`src/rtl/lcd1602_pkg.sv`:
```
// Shared constants, decoded-command type and address-counter helpers for the LCD1602 bus
// receiver.
package lcd1602_pkg;

  // Opcode class is selected by the highest set bit of the instruction byte.
  localparam int unsigned OP_CLR_BIT    = 0;
  localparam int unsigned OP_HOME_BIT   = 1;
  localparam int unsigned OP_ENTRY_BIT  = 2;
  localparam int unsigned OP_DCTL_BIT   = 3;
  localparam int unsigned OP_SHIFT_BIT  = 4;
  localparam int unsigned OP_FSET_BIT   = 5;
  localparam int unsigned OP_CGADDR_BIT = 6;
  localparam int unsigned OP_DDADDR_BIT = 7;

  localparam logic [6:0] AC_ROW0_END = 7'h27;
  localparam logic [6:0] ROW_BASE    = 7'h40;
  localparam logic [6:0] AC_ROW1_END = 7'h67;

  localparam int unsigned ROW_LEN   = 16;
  localparam int unsigned IMG_DEPTH = 32;

  localparam logic [7:0] SPACE_CODE = 8'h20;

  typedef enum logic [3:0] {
    CmdNone,
    CmdClr,
    CmdHome,
    CmdEntry,
    CmdDctl,
    CmdShift,
    CmdFset,
    CmdCgaddr,
    CmdDdaddr
  } cmd_e;

  function automatic cmd_e decode_cmd(logic [7:0] d);
    cmd_e cmd;
    if (d[OP_DDADDR_BIT])      cmd = CmdDdaddr;
    else if (d[OP_CGADDR_BIT]) cmd = CmdCgaddr;
    else if (d[OP_FSET_BIT])   cmd = CmdFset;
    else if (d[OP_SHIFT_BIT])  cmd = CmdShift;
    else if (d[OP_DCTL_BIT])   cmd = CmdDctl;
    else if (d[OP_ENTRY_BIT])  cmd = CmdEntry;
    else if (d[OP_HOME_BIT])   cmd = CmdHome;
    else if (d[OP_CLR_BIT])    cmd = CmdClr;
    else                       cmd = CmdNone;
    return cmd;
  endfunction

  // Row ends jump to the other row's start; other values just count, so out-of-range
  // addresses drift until they hit a wrap point.
  function automatic logic [6:0] ac_step(logic [6:0] ac, logic inc);
    logic [6:0] nxt;
    if (inc) begin
      if (ac == AC_ROW0_END)      nxt = ROW_BASE;
      else if (ac == AC_ROW1_END) nxt = 7'h00;
      else                        nxt = ac + 7'd1;
    end else begin
      if (ac == 7'h00)            nxt = AC_ROW1_END;
      else if (ac == ROW_BASE)    nxt = AC_ROW0_END;
      else                        nxt = ac - 7'd1;
    end
    return nxt;
  endfunction

  function automatic logic ac_visible(logic [6:0] ac);
    return (ac[6:4] == 3'b000) || (ac[6:4] == 3'b100);
  endfunction

  function automatic logic [4:0] ac_index(logic [6:0] ac);
    logic [4:0] col;
    col = {1'b0, ac[3:0]};
    return ac[6] ? (5'(ROW_LEN) + col) : col;
  endfunction

endpackage

```
`src/rtl/lcd1602_rx_sync.sv`:
```
// Bus input synchronizer with enable falling-edge detect; commit marks a write
// transaction (E 1->0 with RW low) in the same stage as rs/d.
module lcd1602_rx_sync #(
  parameter int unsigned SYNC_STAGES = 2
) (
  input  logic       FPGA_CLK,
  input  logic       RST_N,
  input  logic       rs_i,
  input  logic       rw_i,
  input  logic       e_i,
  input  logic [7:0] d_i,
  output logic       commit_o,
  output logic       rs_o,
  output logic       rw_o,
  output logic [7:0] d_o
);

  localparam int unsigned Last = SYNC_STAGES - 1;

  logic [SYNC_STAGES-1:0] rs_q;
  logic [SYNC_STAGES-1:0] rw_q;
  logic [SYNC_STAGES-1:0] e_q;
  logic [7:0]             d_q [SYNC_STAGES];
  logic                   e_prev_q;

  always_ff @(posedge FPGA_CLK) begin
    if (!RST_N) begin
      rs_q     <= '0;
      rw_q     <= '0;
      e_q      <= '0;
      e_prev_q <= 1'b0;
      for (int i = 0; i < SYNC_STAGES; i++) d_q[i] <= 8'h00;
    end else begin
      rs_q[0] <= rs_i;
      rw_q[0] <= rw_i;
      e_q[0]  <= e_i;
      d_q[0]  <= d_i;
      for (int i = 1; i < SYNC_STAGES; i++) begin
        rs_q[i] <= rs_q[i-1];
        rw_q[i] <= rw_q[i-1];
        e_q[i]  <= e_q[i-1];
        d_q[i]  <= d_q[i-1];
      end
      e_prev_q <= e_q[Last];
    end
  end

  assign commit_o = e_prev_q & ~e_q[Last] & ~rw_q[Last];
  assign rs_o     = rs_q[Last];
  assign rw_o     = rw_q[Last];
  assign d_o      = d_q[Last];

endmodule

```
`src/rtl/lcd1602_rx.sv`:
```
// HD44780-style 8-bit write-bus receiver keeping a 2x16 DDRAM image and cursor state.
// Define LCD1602_RX_BLINK_EN to gate the cursor glyph with a blink phase counter.
module lcd1602_rx
  import lcd1602_pkg::*;
#(
  parameter int unsigned SYNC_STAGES       = 2,
  parameter logic [23:0] BLINK_HALF_PERIOD = 24'd6_000_000
) (
  input  logic       FPGA_CLK,
  input  logic       RST_N,
  input  logic       LCD_RS,
  input  logic       LCD_RW,
  input  logic       LCD_E,
  input  logic [7:0] LCD_D,
  input  logic [4:0] RD_ADDR,
  output logic [7:0] RD_DATA,
  output logic [4:0] CURSOR,
  output logic       CURSOR_VIS,
  output logic       CURSOR_SHOW,
  output logic       DISP_ON,
  output logic       CURSOR_ON,
  output logic       BLINK_ON,
  output logic       INC_MODE,
  output logic       INIT_DONE,
  output logic       BUSY,
  output logic       CMD_STB,
  output logic       DATA_STB,
  output logic       OVERRUN
);

  localparam logic [4:0] CLR_LAST = 5'(IMG_DEPTH - 1);

  logic       sync_commit;
  logic       sync_rs;
  logic       sync_rw;
  logic [7:0] sync_d;

  lcd1602_rx_sync #(
    .SYNC_STAGES(SYNC_STAGES)
  ) u_sync (
    .FPGA_CLK (FPGA_CLK),
    .RST_N    (RST_N),
    .rs_i     (LCD_RS),
    .rw_i     (LCD_RW),
    .e_i      (LCD_E),
    .d_i      (LCD_D),
    .commit_o (sync_commit),
    .rs_o     (sync_rs),
    .rw_o     (sync_rw),
    .d_o      (sync_d)
  );

  // RW is already folded into commit.
  logic unused_rw;
  assign unused_rw = sync_rw;

  logic [6:0] ac_q;
  logic       cg_sel_q;
  logic       inc_mode_q;
  logic       disp_on_q;
  logic       cursor_on_q;
  logic       blink_on_q;
  logic       init_done_q;
  logic       busy_q;
  logic [4:0] clr_idx_q;
  logic       cmd_stb_q;
  logic       data_stb_q;
  logic       overrun_q;
  logic [7:0] rd_data_q;

  logic [7:0] img_q [IMG_DEPTH];
  logic       img_we;
  logic [4:0] img_waddr;
  logic [7:0] img_wdata;

  logic       ac_vis;
  logic [4:0] ac_idx;

  assign ac_vis = ac_visible(ac_q);
  assign ac_idx = ac_index(ac_q);

  // Single write port: the clear sweep owns it while busy, bus data otherwise.
  always_comb begin
    img_we    = 1'b0;
    img_waddr = clr_idx_q;
    img_wdata = SPACE_CODE;
    if (RST_N) begin
      if (busy_q) begin
        img_we = 1'b1;
      end else if (sync_commit && sync_rs && !cg_sel_q && ac_vis) begin
        img_we    = 1'b1;
        img_waddr = ac_idx;
        img_wdata = sync_d;
      end
    end
  end

  always_ff @(posedge FPGA_CLK) begin
    if (img_we) img_q[img_waddr] <= img_wdata;
  end

  always_ff @(posedge FPGA_CLK) begin
    if (!RST_N) begin
      rd_data_q <= 8'h00;
    end else if (img_we && (img_waddr == RD_ADDR)) begin
      rd_data_q <= img_wdata;
    end else begin
      rd_data_q <= img_q[RD_ADDR];
    end
  end

  always_ff @(posedge FPGA_CLK) begin
    if (!RST_N) begin
      ac_q        <= 7'h00;
      cg_sel_q    <= 1'b0;
      inc_mode_q  <= 1'b1;
      disp_on_q   <= 1'b0;
      cursor_on_q <= 1'b0;
      blink_on_q  <= 1'b0;
      init_done_q <= 1'b0;
      busy_q      <= 1'b1;
      clr_idx_q   <= 5'd0;
      cmd_stb_q   <= 1'b0;
      data_stb_q  <= 1'b0;
      overrun_q   <= 1'b0;
    end else begin
      cmd_stb_q  <= 1'b0;
      data_stb_q <= 1'b0;
      overrun_q  <= 1'b0;
      if (busy_q) begin
        clr_idx_q <= clr_idx_q + 5'd1;
        if (clr_idx_q == CLR_LAST) busy_q <= 1'b0;
      end
      if (sync_commit) begin
        if (busy_q) begin
          overrun_q <= 1'b1;
        end else if (sync_rs) begin
          data_stb_q <= 1'b1;
          if (!cg_sel_q) ac_q <= ac_step(ac_q, inc_mode_q);
        end else begin
          cmd_stb_q <= 1'b1;
          unique case (decode_cmd(sync_d))
            CmdClr: begin
              ac_q       <= 7'h00;
              inc_mode_q <= 1'b1;
              cg_sel_q   <= 1'b0;
              busy_q     <= 1'b1;
              clr_idx_q  <= 5'd0;
            end
            CmdHome: begin
              ac_q     <= 7'h00;
              cg_sel_q <= 1'b0;
            end
            CmdEntry: inc_mode_q <= sync_d[1];
            CmdDctl: begin
              disp_on_q   <= sync_d[2];
              cursor_on_q <= sync_d[1];
              blink_on_q  <= sync_d[0];
            end
            CmdShift: begin
              if (!sync_d[3]) ac_q <= ac_step(ac_q, sync_d[2]);
            end
            CmdFset: begin
              if (sync_d[4]) init_done_q <= 1'b1;
            end
            CmdCgaddr: cg_sel_q <= 1'b1;
            CmdDdaddr: begin
              ac_q     <= sync_d[6:0];
              cg_sel_q <= 1'b0;
            end
            CmdNone: ;
            default: ;
          endcase
        end
      end
    end
  end

`ifdef LCD1602_RX_BLINK_EN
  logic [23:0] blink_cnt_q;
  logic        blink_phase_q;

  always_ff @(posedge FPGA_CLK) begin
    if (!RST_N) begin
      blink_cnt_q   <= 24'd0;
      blink_phase_q <= 1'b0;
    end else if (blink_cnt_q == BLINK_HALF_PERIOD - 24'd1) begin
      blink_cnt_q   <= 24'd0;
      blink_phase_q <= ~blink_phase_q;
    end else begin
      blink_cnt_q <= blink_cnt_q + 24'd1;
    end
  end

  assign CURSOR_SHOW = disp_on_q & ac_vis & (cursor_on_q | (blink_on_q & blink_phase_q));
`else
  logic unused_blink;
  assign unused_blink = ^BLINK_HALF_PERIOD;
  assign CURSOR_SHOW  = disp_on_q & ac_vis & cursor_on_q;
`endif

  assign RD_DATA    = rd_data_q;
  assign CURSOR     = ac_vis ? ac_idx : 5'd0;
  assign CURSOR_VIS = ac_vis;
  assign DISP_ON    = disp_on_q;
  assign CURSOR_ON  = cursor_on_q;
  assign BLINK_ON   = blink_on_q;
  assign INC_MODE   = inc_mode_q;
  assign INIT_DONE  = init_done_q;
  assign BUSY       = busy_q;
  assign CMD_STB    = cmd_stb_q;
  assign DATA_STB   = data_stb_q;
  assign OVERRUN    = overrun_q;

endmodule

```
`config.mk`:
```
export PLATFORM = sky130hd
export DESIGN_NAME = lcd1602_rx
export DESIGN_NICKNAME = d
export VERILOG_FILES = /design/src/rtl/lcd1602_pkg.sv /design/src/rtl/lcd1602_rx_sync.sv /design/src/rtl/lcd1602_rx.sv
export SDC_FILE = /design/constraint.sdc
export NUM_CORES = 1
export LEC_CHECK = 0
export CORE_MARGIN = 2
export CORE_UTILIZATION = 25
export CTS_BUF_LIST = sky130_fd_sc_hd__clkbuf_4
export DETAILED_ROUTE_END_ITERATION = 8
export HOLD_SLACK_MARGIN = 0.03
export PLACE_DENSITY = 0.5
export SLEW_MARGIN = 20
export SYNTH_ARGS = -nofsm -noshare
export SYNTH_HDL_FRONTEND = slang
export SYNTH_HIERARCHICAL = 1
export SYNTH_SLANG_ARGS = --single-unit
```
`constraint.sdc`:
```
create_clock -name FPGA_CLK -period 3.4 [get_ports FPGA_CLK]
set_clock_uncertainty 0.05 [all_clocks]
set_input_delay 0.34 -clock FPGA_CLK [delete_from_list [all_inputs] [get_ports FPGA_CLK]]
set_output_delay 0.34 -clock FPGA_CLK [all_outputs]
set_load 0.02 [all_outputs]
```
=== Word level (Yosys, flattened, before mapping) ===
Memories as Yosys holds them, arrays and structs flattened. A register that Yosys moved wholly into a read port is not among the register bits.
Index checks and enable logic that the tools add are counted.

* Flip-flop bits (word level): 29
* Memory bits (writable): 272
* Bits of input ports: 18
* Output and inout bits: 24
* Word-level logic and storage cells: 124
* Memories kept: 2

* $add $sub $neg: 4
* Equality and inequality tests: 15
* Mux-type cells: 55
* Bitwise logic cells: 12
* Reductions and logical operators: 20

{| class="wikitable"
|+ Memory list
! name !! depth !! bits a word !! read ports !! clocked after Yosys merged registers in !! write ports !! RTL line !! text
|-
| img_q || 32 || 8 || 1 || 1 || 1 || lcd1602_rx.sv:71 || <nowiki>logic [7:0] img_q [IMG_DEPTH];</nowiki>
|-
| u_sync.d_q || 2 || 8 || 2 || 0 || 2 || lcd1602_rx_sync.sv:23 || <nowiki>logic [7:0] d_q [SYNC_STAGES];</nowiki>
|}

{| class="wikitable"
|+ Operators by type and width
! kind !! number
|-
| $mux 7 || 9
|-
| $mux 5 || 10
|-
| $mux 8 || 5
|-
| $pmux 7 s3 || 1
|-
| $mux 4 || 5
|-
| $mux 1 || 17
|-
| $eq 4x3->1 const B || 4
|-
| $eq 7x7->1 const B || 2
|-
| $mux 3 || 4
|-
| $reduce_and 4->1 || 3
|-
| $reduce_and 5->1 || 2
|-
| $eq 4x2->1 const B || 2
|-
| $add 7x1->7 const B || 1
|-
| $eq 7x6->1 const B || 1
|-
| $logic_not 7->1 || 1
|-
| $sub 7x1->7 const B || 1
|-
| $not 1->1 || 6
|-
| $reduce_or 3->1 || 2
|-
| $add 5x1->5 const B || 1
|-
| $add 5x4->5 const A || 1
|-
| $eq 5x5->1 const B || 1
|-
| $and 1x1->1 || 4
|-
| $eq 4x1->1 const B || 1
|-
| $eq 4x4->1 const B || 1
|-
| 14 further kinds || 21
|}

=== Longest topological paths before layout ===
Gate-level depths: netlist (run 1).
An unclocked memory read counts as a cell.

* Depth after elaboration: 18
* Depth in mapped cells: 10
* Gate-level depth less buffers: 8

=== Cells and area by module ===
Netlist (run 1), hierarchy kept.

{| class="wikitable"
|+ Modules (own cells, without submodules)
! module !! instances !! cells each !! area each (um^2) !! sequential area each (um^2)
|-
| lcd1602_rx || 1 || 786 || 12187.9 || 8287.9
|-
| lcd1602_rx_sync || 1 || 57 || 715.7 || 460.4
|}

=== Worst setup path before layout (run 1) ===
Ideal clock, no wire load.

* Path kind: flip-flop to flip-flop
* Start point: reg u_sync.e_q[1]
* End point: mem img_q[17][0], enable pin
* Setup time: 383 ps
* Data arrival time: 2257 ps
* Data required time: 2967 ps
* Slack: 710 ps
* Cell stages (with the launch flop): 9
* Buffers on the path: 2
* Period minus slack after synthesis: 2690 ps
* Cells stage by stage: dfxtp_1 nor3b_1 nor2b_1 and4_1 buf_2 buf_2 and3_1 a31oi_1 nor3_1

* Longest elaborated chain between the ends: 11
* Elaborated cells between the ends (all ways): 14
* Classes of those cells: 8 x mux; 3 x bitwise; 3 x reduce/logical

{| class="wikitable"
|+ RTL lines
! item !! RTL line !! text
|-
| start: declaration || lcd1602_rx_sync.sv:22 || <nowiki>logic [SYNC_STAGES-1:0] e_q;</nowiki>
|-
| start signal: indexed assignment || lcd1602_rx_sync.sv:41 || <nowiki>e_q[i] <= e_q[i-1];</nowiki>
|-
| $not 1->1 * || lcd1602_rx_sync.sv:48 || <nowiki>assign commit_o = e_prev_q & ~e_q[Last] & ~rw_q[Last];</nowiki>
|-
| $and 1x1->1 * (2 in a row) || lcd1602_rx_sync.sv:48 ||
|-
| named net sync_commit || lcd1602_rx.sv:33 || <nowiki>logic sync_commit;</nowiki>
|-
| $logic_and 1x1->1 * (3 in a row) || lcd1602_rx.sv:90 || <nowiki>end else if (sync_commit && sync_rs && !cg_sel_q && ac_vis) begin</nowiki>
|-
| $mux 1 || lcd1602_rx.sv:90 ||
|-
| $mux 1 || lcd1602_rx.sv:88 || <nowiki>if (busy_q) begin</nowiki>
|-
| $mux 1 || lcd1602_rx.sv:87 || <nowiki>if (RST_N) begin</nowiki>
|-
| $mux 1 || lcd1602_rx.sv:99 || <nowiki>if (img_we) img_q[img_waddr] <= img_wdata;</nowiki>
|-
| $mux 1 (not written as such) || lcd1602_rx.sv:99 ||
|-
| end: declaration || lcd1602_rx.sv:71 ||
|}

The timed path passes the listed nets; every way through them passes the cells marked *.

=== Worst setup path after layout (run 1) ===
* Start point: reg u_sync.e_q[1]
* End point: mem img_q[22][5], enable pin

Same word-level chain as after synthesis.

==> run metrics, run 1 <==
fin crit period 3.02 ns; first-pass GRT wire length 48400 µm; filler instances 5186; unrepaired setup endpoints after global routing false; worst hold slack 0.179 ns; Avg Inst Size Synth 15.3 µm²; vias per cell 4.47; area leader, netlist edfxtp_1; max frequency 0.331 GHz; synth unique cells 64; max cap viols 0; CP Capture Type flop; Num CTS Buffers 82; Mapped Area 0.0129 mm²; Post-Place Worst Slack 0.401 ns; largest net degree at the start of global routing 48; Routed Antenna Nets 0; EDFF count, synth 256; Layout area overhead 19.4%; Die Y 231 µm; H-tree depth 3; Final Hold Violating Endpoints 0; Ys Warns 6; HPWL after DPL 21100 µm; root buffer cell clkbuf_4; gpl congestion 0.856; post-synthesis cell count 843; Power Total 0.00765 W; port bufs 41; Worst EP arrival 3.28 ns; final instance area 0.0154 mm²; Worst-Margin Slew 0.990 ns; Seq/Total Area, Yosys 0.678; pwr dens 496 mW/mm²; num rows 83; worst vdd ir 0.000205 V; count leader, synth edfxtp_1; die footprint 0.0534 mm²; Initial Utilization 0.252; Clock transition at path regs 0.06 ns; Pleak 5.19 nW; Synth top area share 0.596; Post-CTS Setup Bufs 0; Critical Path RT 3.66 ns; setup_tns 0 ns; CORE AREA 0.0512 mm²; CTS tree yes; WL per Instance 18.7 µm; drt first pass iters 5; status complete, no violations; IO Count 42; CP Class flop to flop; GRT Total Usage 0.121; die width 231 µm; flop and latch count out of synthesis 309; post-synth net total 865; Overflow after GRT 0; Slew Limit Fails 0; ys flop type edfxtp_1; critical path startpoint category flop; cts repair resizes 0; DRT iter0 DRCs 646; Max-Slew Margin vs Limit 0.335; vias in the first global route 7730; Async SR Flop Fraction 0; nets 1001; period utilization 0.887; worst-path maximum fanout 12; drt total wl 32100 µm; Via Count 7686; DR DRC count 0; share of layout cells above drive strength 1 0.252; most common library cells after synthesis edfxtp_1, mux2i_1, dfxtp_1; Clock Tree Buf Depth 3; Worst R2R Setup Slack 0.38 ns; initial antenna violation count 2; worst-skew pair later-pin latency 0.71 ns; hold crit path type input pin to flop; TritonCTS Sinks 309; fin worst setup slack 0.383 ns; top cells by area, synth edfxtp_1, dfxtp_1, mux4_2; Setup Viol. Count Final 0; Post-DP Area 0.0144 mm²
[power by group]
| group | internal [W] | switching (W) | total (W) |
|---|---|---|---|
| Sequential | 0.00408 | 0.0000321 | 0.00412 |
| Clock | 0.00170 | 0.00146 | 0.00317 |
| Combinational | 0.000161 | 0.000208 | 0.000369 |
[sequential cells by signal, summed over array words and instances (netlist names), 2 cells and up]
name,flops
RD_DATA,8
ac_q,7
clr_idx_q,5
img_q,256
u_sync/d_q,16
u_sync/e_q,2
u_sync/rs_q,2
u_sync/rw_q,2
[kinds of logic (layout without fill, tap and decap cells)]
logic type               Yosys count  count (layout)  synth area share
multiplexers                     123             123             0.132
flip-flops                       309             309             0.678
XOR/XNOR                          17              17            0.0115
AND/OR/NAND/NOR                  219             219            0.0927
buffers and inverters             67             264            0.0278
adder cells (fa/ha/maj)            4               4           0.00388
AO/OA/AOI/OAI                    104             104            0.0545
other                              0               1                 0
[routing by layer]
metal,GRT usage,wire (µm),vias up
met4,0.0456,618,0
met5,0,0,-
met3,0.0245,1530,50
met1,0.165,15100,3853
li1,-,-,3572
met2,0.191,14800,211
[cell type report]
type / count / area, µm² / share of cell area
Sequential cell: 309 / 8750 / 0.568
Inverter: 10 / 37.5 / 0.00244
Antenna cell: 1 / 2.50 / 0.000162
Clock inverter: 24 / 121 / 0.00787
Tap cell: 680 / 851 / 0.0552
Timing Repair Buffer: 109 / 940 / 0.0610
Multi-Input combinational cell: 467 / 3800 / 0.247
Clock buffer: 121 / 908 / 0.0589
[cell usage in the layout (no fill, tap or decap), types with 3 or more instances in the layout]
cell type	netlist	layout
o21ai_0	14	14
nand2_1	31	31
clkinv_1	0	18
nor2b_1	9	9
and2_1	15	15
xnor2_1	8	8
or3_1	8	8
nand2b_1	15	15
nand3_1	19	19
clkdlybuf4s50_1	0	38
and3_1	13	13
inv_1	10	10
mux4_2	37	37
a22oi_1	26	26
dfxtp_1	53	53
buf_4	12	65
a31oi_1	8	8
nor2_1	51	50
edfxtp_1	256	256
a21boi_0	3	3
xor2_1	9	9
a21oi_1	23	23
nor3_1	17	16
clkinv_2	0	4
nor3b_1	5	5
o31ai_1	4	4
clkbuf_4	0	121
nand4_1	3	3
o211ai_1	7	7
mux2_2	3	3
ha_1	4	4
mux2i_1	83	83
and2_2	17	17
[critical path, cell delays in order (launching register included)]
cell and delay, ns:
dfxtp_1 0.31, nor3b_1 0.24, nor2b_1 0.31, nand4_1 0.16, buf_4 0.22, mux2i_1 0.12, buf_4 0.18, or2_1 0.31
nor2_1 0.72
[metrics by stage]
step                std cells  utilization
finish                   1721        0.301
global placement         1573        0.280
detailed placement       1573        0.280
CTS                      1719        0.301
global route             1721        0.301
floorplan                 843            -
[repair_timing]
action / in CTS / in global routing
hold buffers: 1 / 0
hold endpoints to repair: 8 / 0
endpoints found under the setup margin: 0 / 0
[final timing paths]
path / cells past startpoint / to / startpoint
hold reg to reg: 1 / u_sync/d_q[0][10] / u_sync/d_q[0][2]
setup reg to reg: 8 / img_q[22][5] / u_sync/e_q[1]
setup / recovery: 8 / img_q[22][5] / u_sync/e_q[1]
hold / removal: 2 / u_sync/e_q[0] / LCD_E
(Power assumes the default switching activity.)
==> run 2, diff against run 1 <==
- CORE_MARGIN: 2 -> 5
- CORE_UTILIZATION: 25 -> 55
- PLACE_DENSITY: 0.5 -> 0.84
==> run 2 against run 1 <==
Effect of this change: sequential cell count unchanged; sequential power is essentially flat; register-to-register slack about the same; combinational power about the same; wire length fell by 8.5%; design area down 3.7%; die area fell by 50%; core utilization up 34 points; clock power fell by 5%.
==> run metrics, run 2 (synthesized netlist as in run 1, its figures left out) <==
die width 163 µm (-29%); num rows 56 (-33%); Num CTS Buffers 74 (-9.8%); max cap viols 0 (unchanged); worst-path maximum fanout 10 (-2); worst stage delay on the critical path 0.61 ns (-0.11 ns); setup_tns 0 ns (unchanged); hold crit path type input pin to flop; Initial Utilization 0.555 (+0.303); largest net degree at the start of global routing 42 (-13%); dpl cells 1209 (-23%); drt total wl 29400 µm (-8.5%); unrepaired setup endpoints after global routing false; initial antenna violation count 1 (-1); Worst EP arrival 3.25 ns (-0.03 ns); Worst Path Buf+Inv 1 (-1); CTS tree yes; period utilization 0.884 (-0.00314); critical path startpoint category flop; DR DRC count 0 (unchanged); Setup Viol. Count Final 0 (unchanged); Layout area overhead 15.1%; critical path startpoint u_sync/e_q[1]; R2R cell count 7 (-1); Clock transition at path regs 0.06 ns (about the same); Max-Slew Margin vs Limit 0.461 (+0.126); max frequency 0.333 GHz (+0.36%); CP Class flop to flop; Clock Tree Buf Depth 3 (unchanged); Crit path depth 7 (-1); CP cell instances nor3b_1 -> buf_4 -> nor2b_1 -> nand4_1 -> o31ai_1 -> nand2_1 -> nor2_1; worst-skew pair later-pin latency 0.69 ns (-0.02 ns); drt first pass iters 5 (unchanged); share of layout cells above drive strength 1 0.241 (-0.0113); hold_buf cts 0 (-1); Reg-to-Reg Start u_sync/e_q[1]; TritonCTS Sinks 309 (unchanged); Overflow after GRT 0 (unchanged); Slowest-stage cell, CP nor2_1; filler instances 1634 (-68%); Critical Path RT 3.64 ns (-0.02 ns); most frequent cells in the layout edfxtp_1, clkbuf_4, mux2i_1; die footprint 0.0266 mm² (-50%); GRT Total Usage 0.226 (+0.104); gpl congestion 0.917 (+7.2%); HPWL after DPL 19200 µm (-9.1%); Final Hold Violating Endpoints 0 (unchanged); Worst R2R Setup Slack 0.39 ns (about the same); CORE AREA 0.0233 mm² (-55%); fin crit period 3.01 ns (-0.0107 ns); Via Count 7966 (+3.6%); first-pass GRT wire length 45700 µm (-5.6%); status complete, no violations; IO Count 42 (unchanged); vias per cell 5.95 (+33%); WL per Instance 21.9 µm (+18%); port bufs 41 (unchanged); non-filler cells, final 1338 (-22%); commonest non-fill, non-tap cell in the layout edfxtp_1; H-tree depth 3 (unchanged); DRT iter0 DRCs 904 (+40%); nets 988 (-1.3%); Largest Register img_q; Pleak 5.11 nW (-1.5%); crit path capture img_q[14][2]; RR Endpoint img_q[14][2]; max FFs per register 256 (unchanged); Slew Limit Fails 0 (unchanged); vias in the first global route 8081 (+4.5%); cts repair resizes 0 (unchanged); Die Y 163 µm (-29%); root buffer cell clkbuf_4; Post-CTS Setup Bufs 0 (unchanged); Worst-Margin Slew 0.806 ns (-0.184 ns); Routed Antenna Nets 0 (unchanged); pwr dens 504 mW/mm² (+1.5%); CP Capture Type flop; worst vdd ir 0.000230 V (+12%); delay-heaviest family, CP simple AND/OR/NAND/NOR gates
## run 2: cell types whose count changed in the layout (fill, tap and decap cells not counted), moves of 2 or more
cell | previous run | this run
inv_2 | 1 | 4
buf_4 | 65 | 60
clkbuf_4 | 121 | 106
clkinv_1 | 18 | 12
buf_12 | 2 | 4
## run 2: worst min path at each step
stage                     start                end  slack, ns  depth (start not counted)
2_1_floorplan  u_sync/d_q[0][2]  u_sync/d_q[0][10]       0.36                          1
3_3_place_gp   u_sync/d_q[0][3]  u_sync/d_q[0][11]       0.36                          1
3_5_place_dp   u_sync/d_q[0][6]  u_sync/d_q[0][14]       0.37                          1
4_1_cts                LCD_D[2]   u_sync/d_q[0][2]       0.18                          2
5_1_grt                LCD_D[2]   u_sync/d_q[0][2]       0.19                          2
6_report               LCD_D[2]   u_sync/d_q[0][2]       0.21                          2
## run 2: area by class of cell
| type | instances | area [µm²] | share of cell area |
|---|---|---|---|
| flip-flops and latches | 309 | 8750 | 0.589 |
| clock buffers | 106 | 796 | 0.0536 |
| multi-input cells | 467 | 3800 | 0.256 |
| clock inverters | 22 | 140 | 0.00944 |
| well taps | 319 | 399 | 0.0269 |
| inverters | 10 | 37.5 | 0.00253 |
| repair buffers | 104 | 926 | 0.0624 |
| diodes | 1 | 2.50 | 0.000169 |
## run 2: worst reg2reg max path, stage by stage (launching register included)
cell and delay [ns]:
dfxtp_1 0.30, nor3b_1 0.21, buf_4 0.16, nor2b_1 0.23, nand4_1 0.43, o31ai_1 0.43
nand2_1 0.20, nor2_1 0.61
## run 2: metrics by stage
stage / setup WS [ns] / area (µm²) / total power, W / hold slack, ns / util
5_1_grt: 0.182 / 14800 / 0.00780 / 0.192 / 0.638
2_1_floorplan: 0.710 / 12900 / 0.00443 / 0.362 / -
6_report: 0.394 / 14800 / 0.00749 / 0.206 / 0.638
3_5_place_dp: 0.397 / 13900 / 0.00456 / 0.369 / 0.598
4_1_cts: 0.357 / 14800 / 0.00754 / 0.175 / 0.638
3_3_place_gp: 0.476 / 13900 / 0.00455 / 0.364 / 0.598
## run 2: per-layer routing
metal,GRT usage,part of all wire,wire [µm],vias to the layer above
met1,0.299,0.38,11300,3887
met2,0.361,0.48,14100,470
met3,0.0512,0.099,2910,86
met5,0,0,0,-
met4,0.103,0.035,1040,0
li1,-,-,-,3523
## run 2: report_power, final
group | internal [W] | switching (W)
sequential | 0.00408 | 0.0000306
combinational | 0.000164 | 0.000206
clock | 0.00159 | 0.00142
total | 0.00583 | 0.00165
==> run 3, diff against run 2 <==
- CTS_CLUSTER_SIZE: unset -> 24
- SKIP_CTS_REPAIR_TIMING: unset -> 1
==> run 3 against run 2 <==
Effect of this change: setup slack got worse by 0.0021 ns; maximum frequency barely moved; global-route usage did not move; combinational power barely moved; power barely moved; count of clock-buffer cells in the layout did not move; core utilization did not move; critical path depth did not move; cell count did not move; worst hold slack improved by 0.0073 ns; sequential power barely moved; largest cell class unchanged; largest power group unchanged.
==> run metrics, run 3 (synthesized netlist as in run 1, its figures left out) <==
met1 usage 0.299 (about the same); Comb power frac 0.049 (about the same); initial antenna violation count 1 (unchanged); max cap viols 0 (unchanged); WL per Instance 21.9 µm (-0.24%); Post-DP Area 0.0139 mm² (unchanged); Routed Antenna Nets 0 (unchanged); Clock transition at path regs 0.06 ns (about the same); CTS tree yes; IO Count 42 (unchanged); CP Class flop to flop; Final Hold Violating Endpoints 0 (unchanged); max FFs per register 256 (unchanged); status complete, no violations; final instance area 0.0148 mm² (unchanged); largest net degree at the start of global routing 42 (unchanged); Overflow after GRT 0 (unchanged); H-tree depth 3 (unchanged); Power Internal 0.00583 W (about the same); CP Capture Type flop; period utilization 0.885 (about the same); DR DRC count 0 (unchanged); Post-Place Worst Slack 0.397 ns (unchanged); TritonCTS Sinks 309 (unchanged); first-pass GRT wire length 45700 µm (unchanged); Worst EP arrival 3.25 ns (about the same); port bufs 41 (unchanged); drt total wl 29300 µm (-0.24%); Worst-Margin Slew 0.789 ns (-0.0166 ns); critical path startpoint category flop; Pleak 5.11 nW (unchanged); sequential share of power 0.550 (about the same); Initial Utilization 0.555 (unchanged); drt first pass iters 5 (unchanged); HPWL after DPL 19200 µm (unchanged); GRT Total Usage 0.226 (unchanged); Setup Viol. Count Final 0 (unchanged); CP cell instances nor3b_1 -> buf_4 -> nor2b_1 -> nand4_1 -> o31ai_1 -> nand2_1 -> nor2_1; Largest Register img_q; Clock Tree Buf Depth 3 (unchanged); worst vdd ir 0.000230 V (about the same); most frequent cells in the layout edfxtp_1, clkbuf_4, mux2i_1; Layout area overhead 15.1% (unchanged); num rows 56 (unchanged); grt peak-use layer met2; worst stage delay on the critical path 0.62 ns (about the same); CORE AREA 0.0233 mm² (unchanged); vias per cell 5.94 (-0.30%); Max-Slew Margin vs Limit 0.472 (+0.0111); root buffer cell clkbuf_4; worst hold slack 0.213 ns (+0.00732 ns); Via Count 7942 (-0.30%); vias in the first global route 8085 (+0.049%); share of layout cells above drive strength 1 0.241 (unchanged); grt met3 use 0.0510 (-0.000252); fin crit period 3.01 ns (+0.00214 ns); met2 Use GR 0.361 (unchanged); worst-path maximum fanout 10 (unchanged); nets 988 (unchanged); hold crit path type input pin to flop; setup_tns 0 ns (unchanged); DRT iter0 DRCs 833 (-7.9%); Critical Path RT 3.64 ns (about the same); pwr dens 504 mW/mm² (about the same); unrepaired setup endpoints after global routing false; Clk pwr share 0.401 (about the same); worst-skew pair later-pin latency 0.68 ns (about the same); NetSw 0.00164 W (-0.45%); die width 163 µm (unchanged); commonest non-fill, non-tap cell in the layout edfxtp_1; max frequency 0.332 GHz (about the same); Die Y 163 µm (unchanged); fraction of power spent switching nets 0.220 (-0.000780); die footprint 0.0266 mm² (unchanged); Slowest-stage cell, CP nor2_1; Slew Limit Fails 0 (unchanged); fin worst setup slack 0.392 ns (-0.00214 ns); Num CTS Buffers 74 (unchanged); gpl congestion 0.917 (unchanged)
## run 3: worst paths after layout
kind / start / cells past startpoint / slack, ns / end
worst max-delay path: u_sync/e_q[1] / 7 / 0.39 / img_q[14][2]
worst min-delay path: LCD_D[2] / 2 / 0.21 / u_sync/d_q[0][2]
worst max register to register: u_sync/e_q[1] / 7 / 0.39 / img_q[14][2]
worst min register to register: u_sync/d_q[0][4] / 1 / 0.38 / u_sync/d_q[0][12]
## run 3: critical path: cells and delay by family, from the launching register on
kind                   cells  cell delay (ns)
buffers and inverters      1             0.16
AND/OR/NAND/NOR            5             1.70
AO/OA/AOI/OAI              1             0.42
flip-flops                 1             0.30
## run 3: metrics by stage
| stage | utilization | total power, W | std cells |
|---|---|---|---|
| 2_1_floorplan | - | 0.00443 | 843 |
| 4_1_cts | 0.638 | 0.00754 | 1337 |
| 5_1_grt | 0.638 | 0.00780 | 1338 |
| 3_3_place_gp | 0.598 | 0.00455 | 1209 |
| 6_report | 0.638 | 0.00748 | 1338 |
| 3_5_place_dp | 0.598 | 0.00456 | 1209 |
## run 3: layout make-up
cell class	count	area, µm²
well taps	319	399
flip-flops and latches	309	8750
repair buffers	104	926
fillers	1639	8410
multi-input cells	467	3800
clock buffers	106	796
inverters	10	37.5
diodes	1	2.50
clock inverters	22	140
## run 3: layer usage
layer	share of wire	wire length (µm)
met3	0.094	2750
met2	0.48	14100
met1	0.39	11400
met5	0	0
met4	0.036	1070
## run 3: power groups by stage
stage	Sequential [W]	Combinational, W	Clock (W)
floorplan	0.00419	0.000246	0
global placement	0.00419	0.000357	0
detailed placement	0.00420	0.000365	0
CTS	0.00411	0.000367	0.00306
global route	0.00411	0.000394	0.00329
finish	0.00411	0.000369	0.00300
